<file path="config.mk">
export PLATFORM = sky130hd
export DESIGN_NAME = restoring_div_24b
export DESIGN_NICKNAME = d
export VERILOG_FILES = /design/src/rtl/restoring_div_24b.sv
export SDC_FILE = /design/constraint.sdc
export NUM_CORES = 1
export LEC_CHECK = 0
export BUFFER_PORTS_ARGS = -buffer_cell sky130_fd_sc_hd__buf_2
export CORE_UTILIZATION = 28
export DETAILED_ROUTE_END_ITERATION = 8
export GPL_TIMING_DRIVEN = 0
export PLACE_DENSITY = 0.54
export SETUP_SLACK_MARGIN = 0.1
export SLEW_MARGIN = 20
export SYNTH_ARGS = -nofsm -noshare
export SYNTH_HDL_FRONTEND = slang
export SYNTH_SLANG_ARGS = --single-unit
export TNS_END_PERCENT = 5
</file>
<file path="constraint.sdc">
create_clock -name clk -period 2.5 [get_ports clk]
set_clock_uncertainty 0.1 [all_clocks]
set_input_delay 0.25 -clock clk [delete_from_list [all_inputs] [get_ports clk]]
set_output_delay 0.25 -clock clk [all_outputs]
set_load 0.02 [all_outputs]
</file>
<file path="src/rtl/restoring_div_24b.sv">
// Iterative restoring divider: one quotient bit per clock, WIDTH cycles per division.
// Optional two's-complement mode is enabled by defining DIV_SIGNED_EN.
module restoring_div_24b #(
  parameter int WIDTH = 24
) (
  input  logic             clk,
  input  logic             rst_n,
  input  logic             start,
  input  logic [WIDTH-1:0] dividend,
  input  logic [WIDTH-1:0] divisor,
  output logic             busy,
  output logic             done,
  output logic [WIDTH-1:0] quotient,
  output logic [WIDTH-1:0] remainder,
  output logic             div_by_zero
);

  localparam int CNT_W = $clog2(WIDTH + 1);

  typedef enum logic [1:0] {IDLE, RUN, DONE} state_t;

  state_t             state, state_nxt;
  logic [WIDTH-1:0]   dvd_q;
  logic [WIDTH-1:0]   dvs_q;
  logic [WIDTH-1:0]   rem_q;
  logic [CNT_W-1:0]   cnt_q;
  logic [WIDTH:0]     shifted;
  logic [WIDTH-1:0]   diff_lo;
  logic               ge;
  logic [WIDTH-1:0]   rem_step;
  logic [WIDTH-1:0]   quo_step;
  logic               last_step;
  logic               accept;
  logic               dvs_zero;

`ifdef DIV_SIGNED_EN
  logic qneg_q;
  logic rneg_q;

  function automatic logic [WIDTH-1:0] mag(input logic [WIDTH-1:0] x);
    return x[WIDTH-1] ? WIDTH'(-x) : x;
  endfunction

  function automatic logic [WIDTH-1:0] apply_sign(input logic [WIDTH-1:0] x, input logic neg);
    return neg ? WIDTH'(-x) : x;
  endfunction
`endif

  assign accept    = (state == IDLE) && start;
  assign dvs_zero  = (divisor == '0);
  assign last_step = (cnt_q == CNT_W'(WIDTH - 1));

  // One restoring step: the partial remainder is always below the divisor, so the
  // shifted value fits WIDTH+1 bits and the kept result fits WIDTH bits.
  assign shifted  = {rem_q, dvd_q[WIDTH-1]};
  assign ge       = (shifted >= {1'b0, dvs_q});
  assign diff_lo  = WIDTH'(shifted - {1'b0, dvs_q});
  assign rem_step = ge ? diff_lo : shifted[WIDTH-1:0];
  assign quo_step = {dvd_q[WIDTH-2:0], ge};

  always_ff @(posedge clk or negedge rst_n) begin
    if (!rst_n) state <= IDLE;
    else        state <= state_nxt;
  end

  always_comb begin
    state_nxt = state;
    case (state)
      IDLE:    if (start) state_nxt = dvs_zero ? DONE : RUN;
      RUN:     if (last_step) state_nxt = DONE;
      DONE:    state_nxt = IDLE;
      default: state_nxt = IDLE;
    endcase
  end

  always_comb begin
    busy = (state == RUN) || (state == DONE);
    done = (state == DONE);
  end

  always_ff @(posedge clk or negedge rst_n) begin
    if (!rst_n) begin
      dvd_q       <= '0;
      dvs_q       <= '0;
      rem_q       <= '0;
      cnt_q       <= '0;
      quotient    <= '0;
      remainder   <= '0;
      div_by_zero <= 1'b0;
`ifdef DIV_SIGNED_EN
      qneg_q      <= 1'b0;
      rneg_q      <= 1'b0;
`endif
    end else if (accept) begin
      rem_q <= '0;
      cnt_q <= '0;
`ifdef DIV_SIGNED_EN
      dvd_q  <= mag(dividend);
      dvs_q  <= mag(divisor);
      qneg_q <= dividend[WIDTH-1] ^ divisor[WIDTH-1];
      rneg_q <= dividend[WIDTH-1];
`else
      dvd_q <= dividend;
      dvs_q <= divisor;
`endif
      // Zero divisor bypasses the iteration and publishes its result directly.
      if (dvs_zero) begin
        quotient    <= '1;
        remainder   <= dividend;
        div_by_zero <= 1'b1;
      end
    end else if (state == RUN) begin
      dvd_q <= quo_step;
      rem_q <= rem_step;
      cnt_q <= cnt_q + CNT_W'(1);
      if (last_step) begin
`ifdef DIV_SIGNED_EN
        quotient  <= apply_sign(quo_step, qneg_q);
        remainder <= apply_sign(rem_step, rneg_q);
`else
        quotient  <= quo_step;
        remainder <= rem_step;
`endif
        div_by_zero <= 1'b0;
      end
    end
  end

endmodule

</file>
---- Word-level counts from Yosys, hierarchy flattened ----
Cells that the tools add are included.
operators by class
  $lt $le $gt $ge ......................... 1
  add/sub/neg operators ................... 2
  reductions and logical operators ........ 8
  muxes and demuxes ....................... 23
  equality and inequality tests ........... 6
operator list
  operator                                                                  number
  24-bit two-way mux                                                        13
  25-bit by 24-bit >= comparator with 1-bit output                          1
  24-bit zero test                                                          1
  24-bit subtractor                                                         1
  5-bit two-way mux                                                         2
  2-bit two-way mux                                                         3
  5-bit by 1-bit adder with 5-bit output (second input constant)            1
  5-bit == test (second input constant)                                     1
  1-bit two-way mux                                                         4
  2-bit inequality test (second input constant)                             2
  2-bit case mux with 2 select lines                                        1
  2-bit nonzero test                                                        2
  3-bit AND reduction                                                       1
  2-bit by 1-bit == test with 1-bit output (second input constant)          1
  2-bit == test (second input constant)                                     1
  2-bit zero test                                                           1
  2-bit by 1-bit inequality test with 1-bit output (second input constant)  1
  2-bit AND reduction                                                       1
  1-bit logical AND                                                         1
  1-bit logical OR                                                          1
word-level totals
  bits in registers ....................... 128
  output and inout bits ................... 51
  input port bits ......................... 51

---- Longest topological paths before layout ----
Gate-level depths: netlist (run 1).
  depth in word-level cells ............... 5
  depth in mapped cells ................... 14

---- Worst setup path after synthesis (run 1) ----
No wires, ideal clock.
  kind .................................... reg-to-reg
  start point ............................. reg dvd_q[23]
  end point ............................... reg remainder[16]
  path slack .............................. -0.170 ns
  stages on the path, launching flop included .. 13
  arrival time ............................ 2.444 ns
  cells stage by stage .................... dfrtp_1 inv_1 ha_1 inv_1 fa_1 a21o_1 a311o_1 nand4_1 nand3_1 a21oi_1 xor2_1 o21ai_0 a221o_1
on the way
  longest elaborated chain between the ends .. 5
  elaborated cells between the ends (all ways) .. 6
ends and longest elaborated chain
  item                                                                                          RTL line  text
  start: declaration                                                                            23        logic [WIDTH-1:0] dvd_q;
  start signal: assignment                                                                      103       dvd_q <= dividend;
  start signal: assignment                                                                      113       dvd_q <= quo_step;
  24-bit subtractor / 25-bit by 24-bit >= comparator with 1-bit output (equally long branches)  57, 56
  24-bit two-way mux (*)                                                                        58        assign rem_step = ge ? diff_lo : shifted[WIDTH-1:0];
  24-bit two-way mux (*)                                                                        116       if (last_step) begin
  24-bit two-way mux (*)                                                                        112       end else if (state == RUN) begin
  24-bit two-way mux (*)                                                                        94        end else if (accept) begin
  end signal: assignment                                                                        109       remainder <= dividend;
  end signal: assignment                                                                        122       remainder <= rem_step;
  end: declaration                                                                              14        output logic [WIDTH-1:0] remainder,
Mark *: on every way between the ends. The rest lies on a longest branch, timed or not. The select of a mux whose other input is x is not followed.
A chain may end at the register's enable or synchronous reset.

---- Final worst setup path (run 1) ----
  start point ............................. reg rem_q[5]
  end point ............................... reg remainder[17]
on the way
  longest elaborated chain between the ends .. 5
  elaborated cells between the ends (all ways) .. 6
ends and longest elaborated chain
  item                                                                                          RTL line  text
  start: declaration                                                                            25        logic [WIDTH-1:0] rem_q;
  start signal: assignment                                                                      114       rem_q <= rem_step;
  24-bit subtractor / 25-bit by 24-bit >= comparator with 1-bit output (equally long branches)  57, 56
  24-bit two-way mux (*)                                                                        58
  24-bit two-way mux (*)                                                                        116
  24-bit two-way mux (*)                                                                        112
  24-bit two-way mux (*)                                                                        94
Marks and branches as above.

==> reports/qor.csv, run 1 <==
stage;metric;value;unit
status;status;finished, violations left;
status;violations;negative setup slack;
floorplan;die_y;160;um
timing;slew_headroom;42.5;%
global_routing;grt_usage;18.7;%
global_routing;use_met2;30.6;%
drt;wl;23600;um
synthesis;syn_inst;773;
floorplan;die_area;25600;um^2
synthesis;async_flop_share;100;%
flow_run;drv_cap;0;
global_routing;overflow;0;
pwr;peakVddDrop;923;uV
timing;tightest_slew;0.863;ns
floorplan;core;24400;um^2
timing;layout_setup_ws;-0.416;ns
cts;cts_tree;done;
placement;hpwl;17000;um
cts;root_buffer;clkbuf_16;
drt;post_drt_wl_per_cell;18.3;um
final_layout;layout.cells.non_filler;1292;
cts;cts.sinks;128;
cts;cts_buffers;17;
timing;rsz0062_at_grt;true;
global_routing;met1_usage;24.9;%
synthesis;mappedNetlistArea;6990;um^2
synthesis;yosysMostFrequentCell;dfrtp_1;
final_layout;drive_above_1_share;28.4;%
final_layout;multiInputGateArea;3980;um^2
critical_path;crit_type;register to register;
cts;cts_buffer_depth;2;
timing;hold_ws;0.00977;ns
final_layout;n_antenna_cell;0;
synthesis;yosys.area.top_type;dfrtp_1;
critical_path;crit_path_max_fanout;8;
placement;port_buffers;101;
timing;finalSetupViolCount;50;
drt;drc_errors;0;
synthesis;synthTopCellsByArea;dfrtp_1 46%, nand2_1 6.3%, o21ai_0 6.3%;
global_routing;busiest_layer;met2;
synthesis;synth_common_cells;128 x dfrtp_1, 118 x nand2_1, 88 x o21ai_0, 67 x a21oi_1, 58 x nor2_1;
final_layout;nets;1035;
synthesis;synth.lib_cells_used.distinct;64;
drt;vias_per_cell;5.04;
timing;min_period;2.92;ns
timing;fin_crit_sh;117;%
synthesis;syn_nets;853;
critical_path;start_kind;register;
timing;timing_hold_violations_final;0;
cts;cts_max_level;4;
critical_path;worstSetupEndpointType;register;
floorplan;io_pins;102;
global_routing;antenna_found_initial;0;
drt;drt_iter0_drc;507;
pwr;power_density;1580;nW/um^2
critical_path;required;2.71;ns
synthesis;synth_edf_count;0;
hold_path;hp-class;input port to register;
drt;firstDrtPassIters;6;
placement;gp_congestion;0.837;
global_routing;grt_max_degree;81;
synthesis;synth.yosys.seq_area_share;45.8;%
timing;final.setup.tns;-15.99;ns
floorplan;start_util;28.7;%
final_layout;layout.area.seq;3210;um^2
cts;clk_latency;0.42;ns
placement;place_inst;1199;
timing;slew_violations;0;
final_layout;areaGrowthSynthToFinish;39.3;%
global_routing;grt_first_pass_wirelength;36900;um
drt;antenna_left;0;
pwr;p_leak;4.50;nW
synthesis;synth_ff_type;dfrtp_1;
global_routing;grtUsageMet3;3.66;%
critical_path;crit_arrival;3.13;ns
floorplan;fp-row-count;57;
final_layout;nFillCells;2447;
floorplan;die_w;160;um
synthesis;synth_seq_cells;128;
timing;max_clock_freq;343;MHz
cts;clk_pin_slew;0.06;ns
drt;vias;6510;
synthesis;synth_top_area_share;45.8;%
global_routing;grt_pass1_vias;6562;
synthesis;ys_warn_count;0;
synthesis;avgSynthCellArea;9.05;um^2
stage by stage:
stage | setup slack, ns | total power, mW | utilization (%) | area, um^2
floorplan | -0.124 | 8.16 | - | 7030
global placement | -0.832 | 10.0 | 32.6 | 7940
detailed placement | -0.647 | 10.1 | 32.7 | 7980
CTS | -0.392 | 14.7 | 39.1 | 9540
global route | -0.537 | 16.3 | 40.0 | 9750
finish | -0.416 | 15.4 | 40.0 | 9750
kinds of logic after synthesis:
kind of cell               count (synthesis)  share of synthesized area (%)
AOI/OAI and AO/OA                        244                           21.5
adders and majority gates                 29                           5.30
buffers and inverters                     84                           5.22
and+or+nand+nor                          230                           14.3
muxes                                     37                           5.30
DFF                                      128                           45.8
xor gates and xnor gates                  21                           2.63
routing by layer:
| metal | wire length (um) | part of all wire (%) |
|---|---|---|
| met4 | 352 | 1.5 |
| met1 | 10800 | 45 |
| met3 | 1210 | 5.1 |
| met2 | 11300 | 48 |
| met5 | 0 | 0 |
what timing repair did:
action / CTS / global route
setup buffers: 22 / 5
resized for setup: 86 / 44
hold buffers: 33 / 0
setup endpoints to repair: 91 / 89
hold endpoints to repair: 80 / 0
pin swaps: 27 / 15
gates cloned: 0 / 1
flip-flops by register name (all words and copies together), names as in the netlist:
signal and count:
rem_q 24, cnt_q 5, div_by_zero 1, remainder 24
state 2, dvs_q 24, quotient 24, dvd_q 24
area by class of cell:
cell class                 instances  area share (%)
timing repair buffer             163            11.3
clock inverter                    10            1.54
sequential                       128            32.9
clock buffer                      22            4.87
buffer                            49            3.06
tap                              324            4.16
inverter                          35            1.35
multi-input combinational        561            40.8
placed cells by master, fill, tap and decap left out, types with 4 or more instances in the layout:
cell,count
dfrtp_1,124
nand2_1,114
buf_2,102
o21ai_0,83
nor2_1,56
a21oi_1,55
inv_1,33
dlygate4sd3_1,33
clkbuf_1,29
mux2i_1,28
buf_4,24
clkbuf_16,17
a21o_1,13
a21oi_2,13
ha_1,13
ha_4,13
xnor2_1,11
o21ai_2,10
xor2_1,10
clkbuf_2,9
buf_6,9
nand4_1,8
mux2i_4,8
nand3_1,7
a221oi_1,6
a211oi_1,6
nor4_1,6
nor3_1,5
o21ai_1,5
a211oi_2,4
nand2_2,4
buf_12,4
a22oi_1,4
a221oi_2,4
clkinv_4,4
dfrtp_2,4
worst paths after layout:
check | slack [ns] | depth (start not counted) | startpoint | end
worst max-delay path | -0.42 | 10 | rem_q[5]$_DFFE_PN0P_ | remainder[17]$_DFFE_PN0P_
worst min-delay path | 0.01 | 3 | divisor[3] | dvs_q[3]$_DFFE_PN0P_
worst max register to register | -0.42 | 10 | rem_q[5]$_DFFE_PN0P_ | remainder[17]$_DFFE_PN0P_
worst min register to register | 0.37 | 1 | remainder[7]$_DFFE_PN0P_ | remainder[7]$_DFFE_PN0P_
max in group asynchronous | 1.33 | 3 | rst_n | rem_q[0]$_DFFE_PN0P_
min in group asynchronous | 0.23 | 2 | rst_n | dvs_q[21]$_DFFE_PN0P_
worst max-delay path, cell delays in order, from the launching register on:
cell	delay [ns]
dfrtp_1	0.42
ha_2	0.43
nand3_1	0.10
or4_4	0.50
o21ai_4	0.18
buf_6	0.13
o31a_1	0.18
buf_12	0.18
mux2i_4	0.29
a211oi_2	0.12
a21o_1	0.18
report_power, final:
| part | leakage, nW | internal, mW | switching, mW | total (mW) |
|---|---|---|---|---|
| Clock | 0.302 | 1.66 | 0.979 | 2.64 |
| Sequential | 1.65 | 2.68 | 0.507 | 3.18 |
| Combinational | 2.55 | 4.23 | 5.37 | 9.60 |
| Total | 4.50 | 8.57 | 6.86 | 15.4 |
Power figures use the tool's default switching activity.
==> run 2, diff against run 1 <==
--- a/config.mk
+++ b/config.mk
@@ -6,6 +6,7 @@
 export NUM_CORES = 1
 export LEC_CHECK = 0
 export BUFFER_PORTS_ARGS = -buffer_cell sky130_fd_sc_hd__buf_2
+export CORE_MARGIN = 2
 export CORE_UTILIZATION = 28
 export DETAILED_ROUTE_END_ITERATION = 8
 export GPL_TIMING_DRIVEN = 0
==> reports/qor.csv, run 2 (synthesized netlist as in run 1, its figures left out) <==
stage;metric;value;unit;change
status;status;finished, violations left;;
status;violations;negative setup slack;;
global_routing;grt_first_pass_wirelength;36700;um;-0.56%
global_routing;overflow;0;;unchanged
timing;min_period;2.97;ns;+0.0559 ns
final_layout;fin_area;9690;um^2;-0.55%
drt;firstDrtPassIters;6;;unchanged
floorplan;start_util;28.7;%;unchanged
cts;clk_latency;0.43;ns;about the same
timing;slew_violations;0;;unchanged
floorplan;core;24400;um^2;unchanged
cts;cts_tree;done;;
global_routing;grt_pass1_vias;6327;;-3.6%
timing;fin_crit_sh;119;%;+2.2 points
timing;finalSetupViolCount;50;;unchanged
final_layout;nets;1038;;+0.29%
timing;max_clock_freq;336;MHz;-1.9%
final_layout;mostFrequentLayoutCells;128 x dfrtp_1, 117 x nand2_1, 101 x buf_2;;
drt;vias_per_cell;4.97;;-1.4%
cts;clk_pin_slew;0.07;ns;about the same
placement;place_inst;1199;;unchanged
drt;routed.top_layer;met4;;
timing;tightest_slew;0.912;ns;+0.0495 ns
pwr;switching_share;45.0;%;+0.53 points
drt;vias;6435;;-1.2%
floorplan;die_y;162;um;+1.2%
flow_run;drv_cap;0;;unchanged
placement;placed_area;7980;um^2;unchanged
pwr;p_leak;4.50;nW;about the same
pwr;peakVddDrop;748;uV;-19%
pwr;clock_power_share;17.2;%;about the same
final_layout;drive_above_1_share;26.3;%;-2.1 points
pwr;power.switching;6.73;mW;-1.9%
critical_path;crit_path_max_fanout;8;;unchanged
cts;cts_max_level;4;;unchanged
placement;port_buffers;101;;unchanged
critical_path;worstSetupEndpointType;register;;
pwr;pwr-share-seq;21.1;%;+0.5 points
floorplan;die_area;26300;um^2;+2.5%
drt;wl;23500;um;-0.72%
cts;cts_buffer_depth;2;;unchanged
final_layout;layout_commonest_cell;dfrtp_1;;
timing;layout_setup_ws;-0.472;ns;-0.0559 ns
global_routing;grt_max_degree;97;;+20%
critical_path;crit_arrival;3.19;ns;+0.06 ns
global_routing;antenna_found_initial;1;;+1
drt;met2WireLength;11100;um;-2.3%
pwr;power_density;1540;nW/um^2;-2.5%
cts;root_buffer;clkbuf_16;;
floorplan;fp-row-count;57;;unchanged
critical_path;crit_type;register to register;;
timing;timing_hold_violations_final;0;;unchanged
drt;drt_iter0_drc;436;;-14%
cts;cts.sinks;128;;unchanged
placement;hpwl;16900;um;-0.16%
floorplan;die_w;162;um;+1.2%
drt;post_drt_wl_per_cell;18.1;um;-0.95%
global_routing;grt_usage;18.2;%;-0.47 points
pwr;p_int;8.23;mW;-4.0%
hold_path;hp-class;input port to register;;
timing;rsz0062_at_grt;true;;
placement;gp_congestion;0.818;;-2.3%
final_layout;layout.cells.non_filler;1295;;+0.23%
final_layout;areaGrowthSynthToFinish;38.6;%;
timing;slew_headroom;39.2;%;-3.3 points
final_layout;n_antenna_cell;0;;unchanged
floorplan;io_pins;102;;unchanged
drt;antenna_left;0;;unchanged
pwr;pwr-share-comb;61.7;%;-0.5 points
drt;drc_errors;0;;unchanged
drt;wl_met1;11100;um;+2.9%
critical_path;start_kind;register;;
drt;dr_wl_met3;1140;um;-6.1%
cts;cts_buffers;17;;unchanged
critical_path;required;2.72;ns;about the same
run 2: routing by layer:
layer,global-route usage (%),vias up
met4,3.58,0
met2,28.9,168
li1,-,3115
met5,0,-
met1,25.7,3134
met3,3.70,18
run 2: critical path, stage by stage, from the launching register on:
cell and delay, ns:
dfrtp_1 0.44, ha_4 0.30, buf_6 0.11, and3_4 0.17, buf_6 0.11, nand3_4 0.06
o21bai_4 0.20, a311oi_4 0.35, o31a_1 0.24, buf_12 0.18, mux2i_4 0.30, a211oi_2 0.11
a21o_1 0.18
run 2: final timing paths:
check	start	end	slack, ns	cells after the start
setup reg to reg	rem_q[11]$_DFFE_PN0P_	remainder[13]$_DFFE_PN0P_	-0.47	12
min in group asynchronous	rst_n	dvs_q[21]$_DFFE_PN0P_	0.19	2
hold / removal	dividend[12]	dvd_q[12]$_DFFE_PN0P_	0.02	3
max in group asynchronous	rst_n	quotient[16]$_DFFE_PN0P_	1.35	3
setup / recovery	rem_q[11]$_DFFE_PN0P_	remainder[13]$_DFFE_PN0P_	-0.47	12
hold reg to reg	remainder[7]$_DFFE_PN0P_	remainder[7]$_DFFE_PN0P_	0.38	1
run 2: layout make-up:
class	instances	area, um^2
buffer	49	297
clock buffer	17	425
clock inverter	15	174
fill	2456	14700
inverter	35	131
multi-input combinational	561	3930
sequential	128	3200
tap	324	405
timing repair buffer	166	1130
run 2: what timing repair did:
action	CTS	global route
hold endpoints to repair	75	0
hold buffers	41	0
endpoints found under the setup margin	74	113
buffers inserted	20	3
pin swaps	23	8
resized for setup	82	26
run 2: power by group through the flow:
stage	clock network [mW]	logic [mW]	registers (mW)
after global placement	0	6.89	3.11
after global routing	2.69	10.0	3.22
final	2.57	9.23	3.16
after floorplan	0	5.17	2.99
after CTS	2.62	8.82	3.14
after detailed placement	0	6.96	3.12
run 2: stage by stage:
stage | setup TNS (ns) | setup WS [ns] | utilization, % | power, mW | hold slack, ns
after floorplan | -2.78 | -0.124 | - | 8.16 | -0.146
after global placement | -125.89 | -0.779 | 32.6 | 10.0 | 0.362
after detailed placement | -28.12 | -0.652 | 32.7 | 10.1 | 0.0401
after CTS | -16.95 | -0.428 | 39.2 | 14.6 | 0.000910
after global routing | -23.44 | -0.551 | 39.7 | 15.9 | 0.0254
final | -17.97 | -0.472 | 39.7 | 15.0 | 0.0169
==> run 3, diff against run 2 <==
==> constraint.sdc (replaced) <==
create_clock -name clk -period 2.5 [get_ports clk]
set_clock_uncertainty 0.1 [all_clocks]
set_input_delay 0.375 -clock clk [delete_from_list [all_inputs] [get_ports clk]]
set_output_delay 0.375 -clock clk [all_outputs]
set_load 0.02 [all_outputs]
==> reports/qor.csv, run 3 (synthesized netlist as in run 1, its figures left out) <==
stage;metric;value;unit;change
drt;drt_iter0_drc;412;;-5.5%
placement;port_buffers;101;;unchanged
critical_path;cp-startpoint;rem_q[11]$_DFFE_PN0P_;;
cts;clk_pin_slew;0.06;ns;about the same
final_layout;nets;998;;-3.9%
hold_path;hold_end;dvs_q[16]$_DFFE_PN0P_;;
drt;vias;6279;;-2.4%
status;violations;negative setup slack;;
critical_path;crit_path_max_fanout;8;;unchanged
cts;root_buffer;clkbuf_16;;
pwr;p_leak;4.33;nW;-3.7%
placement;dp_slack;-0.652;ns;unchanged
critical_path;timing.rr.end;remainder[13]$_DFFE_PN0P_;;
floorplan;io_pins;102;;unchanged
hold_path;worstHoldStart;divisor[16];;
cts;cts_tree;done;;
drt;vias_per_cell;5.00;;+0.69%
floorplan;start_util;28.7;%;unchanged
final_layout;layout_commonest_cell;dfrtp_1;;
drt;wl;23300;um;-0.91%
drt;firstDrtPassIters;6;;unchanged
drt;drc_errors;0;;unchanged
status;status;finished, violations left;;
timing;layout_setup_ws;-0.472;ns;+0.000430 ns
cts;cts_max_level;4;;unchanged
floorplan;die_y;162;um;unchanged
hold_path;hp-class;input port to register;;
pwr;p_total;14.9;mW;-0.33%
cts;clk_latency;0.42;ns;about the same
drt;post_drt_wl_per_cell;18.5;um;+2.3%
timing;finalSetupViolCount;50;;unchanged
timing;fin_crit_sh;119;%;about the same
critical_path;timing.rr.start;rem_q[11]$_DFFE_PN0P_;;
timing;rsz0062_at_grt;true;;
final_layout;n_antenna_cell;0;;unchanged
global_routing;grt_pass1_vias;6189;;-2.2%
timing;hold_ws;0.0688;ns;+0.0519 ns
global_routing;grt_first_pass_wirelength;36200;um;-1.3%
cts;cts.sinks;128;;unchanged
global_routing;grt_max_degree;97;;unchanged
critical_path;required;2.72;ns;about the same
placement;gp_congestion;0.818;;unchanged
critical_path;crit_arrival;3.19;ns;about the same
final_layout;drive_above_1_share;27.4;%;+1.1 points
cts;cts_buffer_depth;2;;unchanged
timing;max_clock_freq;336;MHz;about the same
hold_path;min_path_cells;3;;unchanged
floorplan;fp-row-count;57;;unchanged
drt;antenna_left;0;;unchanged
timing;timing_hold_violations_final;0;;unchanged
floorplan;die_w;162;um;unchanged
pwr;peakVddDrop;750;uV;+0.25%
timing;tightest_slew;0.894;ns;-0.0178 ns
timing;slew_violations;0;;unchanged
final_layout;areaGrowthSynthToFinish;32.8;%;
flow_run;drv_cap;0;;unchanged
timing;slew_headroom;40.4;%;+1.2 points
cts;cts_buffers;17;;unchanged
placement;hpwl;16900;um;unchanged
timing;min_period;2.97;ns;-0.000430 ns
floorplan;core;24400;um^2;unchanged
pwr;power_density;1600;nW/um^2;+4.0%
final_layout;mostFrequentLayoutCells;128 x dfrtp_1, 117 x nand2_1, 101 x buf_2;;
critical_path;start_kind;register;;
floorplan;die_area;26300;um^2;unchanged
critical_path;r2r_slack;-0.47;ns;about the same
critical_path;crit_type;register to register;;
critical_path;worstSetupEndpointType;register;;
global_routing;antenna_found_initial;1;;unchanged
critical_path;reg2reg_depth;12;;unchanged
global_routing;grt_usage;18.0;%;-0.17 points
global_routing;overflow;0;;unchanged
## run 3: report_power, final
group	switching [mW]	internal (mW)
sequential	0.486	2.67
clock	1.07	1.50
combinational	5.16	4.01
total	6.72	8.19
## run 3: worst max-delay path by stage
stage,cells after the start,end,slack [ns]
finish,12,remainder[13]$_DFFE_PN0P_,-0.47
global route,11,rem_q[12]$_DFFE_PN0P_,-0.55
detailed placement,11,remainder[13]$_DFFE_PN0P_,-0.65
CTS,11,remainder[12]$_DFFE_PN0P_,-0.43
floorplan,12,remainder[12]$_DFFE_PN0P_,-0.12
global placement,1,quotient[8]$_DFFE_PN0P_,-0.90
## run 3: through the flow
stage | std cells | TNS (ns) | util [%] | cell area, um^2
6_report | 1255 | -18.06 | 38.1 | 9290
5_1_grt | 1255 | -23.44 | 38.1 | 9290
4_1_cts | 1252 | -16.95 | 37.6 | 9170
3_5_place_dp | 1199 | -30.52 | 32.7 | 7980
3_3_place_gp | 1198 | -144.16 | 32.6 | 7940
2_1_floorplan | 773 | -2.78 | - | 7030
## run 3: final cells by class
type                    count  area, um^2
fillers                  2478       15100
multi-input cells         561        3930
flip-flops and latches    128        3200
repair buffers            126         729
clock buffers              17         425
well taps                 324         405
plain buffers              49         297
clock inverters            15         174
inverters                  35         131
## run 3: critical path: stages, from the launching register on
cell and delay (ns):
dfrtp_1 0.44, ha_4 0.30, buf_6 0.11, and3_4 0.17, buf_6 0.11, nand3_4 0.06
o21bai_4 0.20, a311oi_4 0.35, o31a_1 0.24, buf_12 0.18, mux2i_4 0.30, a211oi_2 0.11
a21o_1 0.18
## run 3: timing repair
action	in CTS	in global routing
endpoints found under the hold margin	32	0
buffers inserted	20	3
gates resized for setup	82	26
cloned	0	0
hold buffers	1	0
setup endpoints to repair	74	113
pin swaps	23	8
## run 3: per-layer routing
layer / wire [um] / share of wire, % / GRT usage (%) / vias to the layer above
met2: 10900 / 47 / 28.6 / 172
met4: 172 / 0.74 / 3.58 / 0
met5: 0 / 0 / 0 / -
met1: 11000 / 47 / 25.5 / 3064
li1: - / - / - / 3029
met3: 1220 / 5.2 / 3.70 / 14
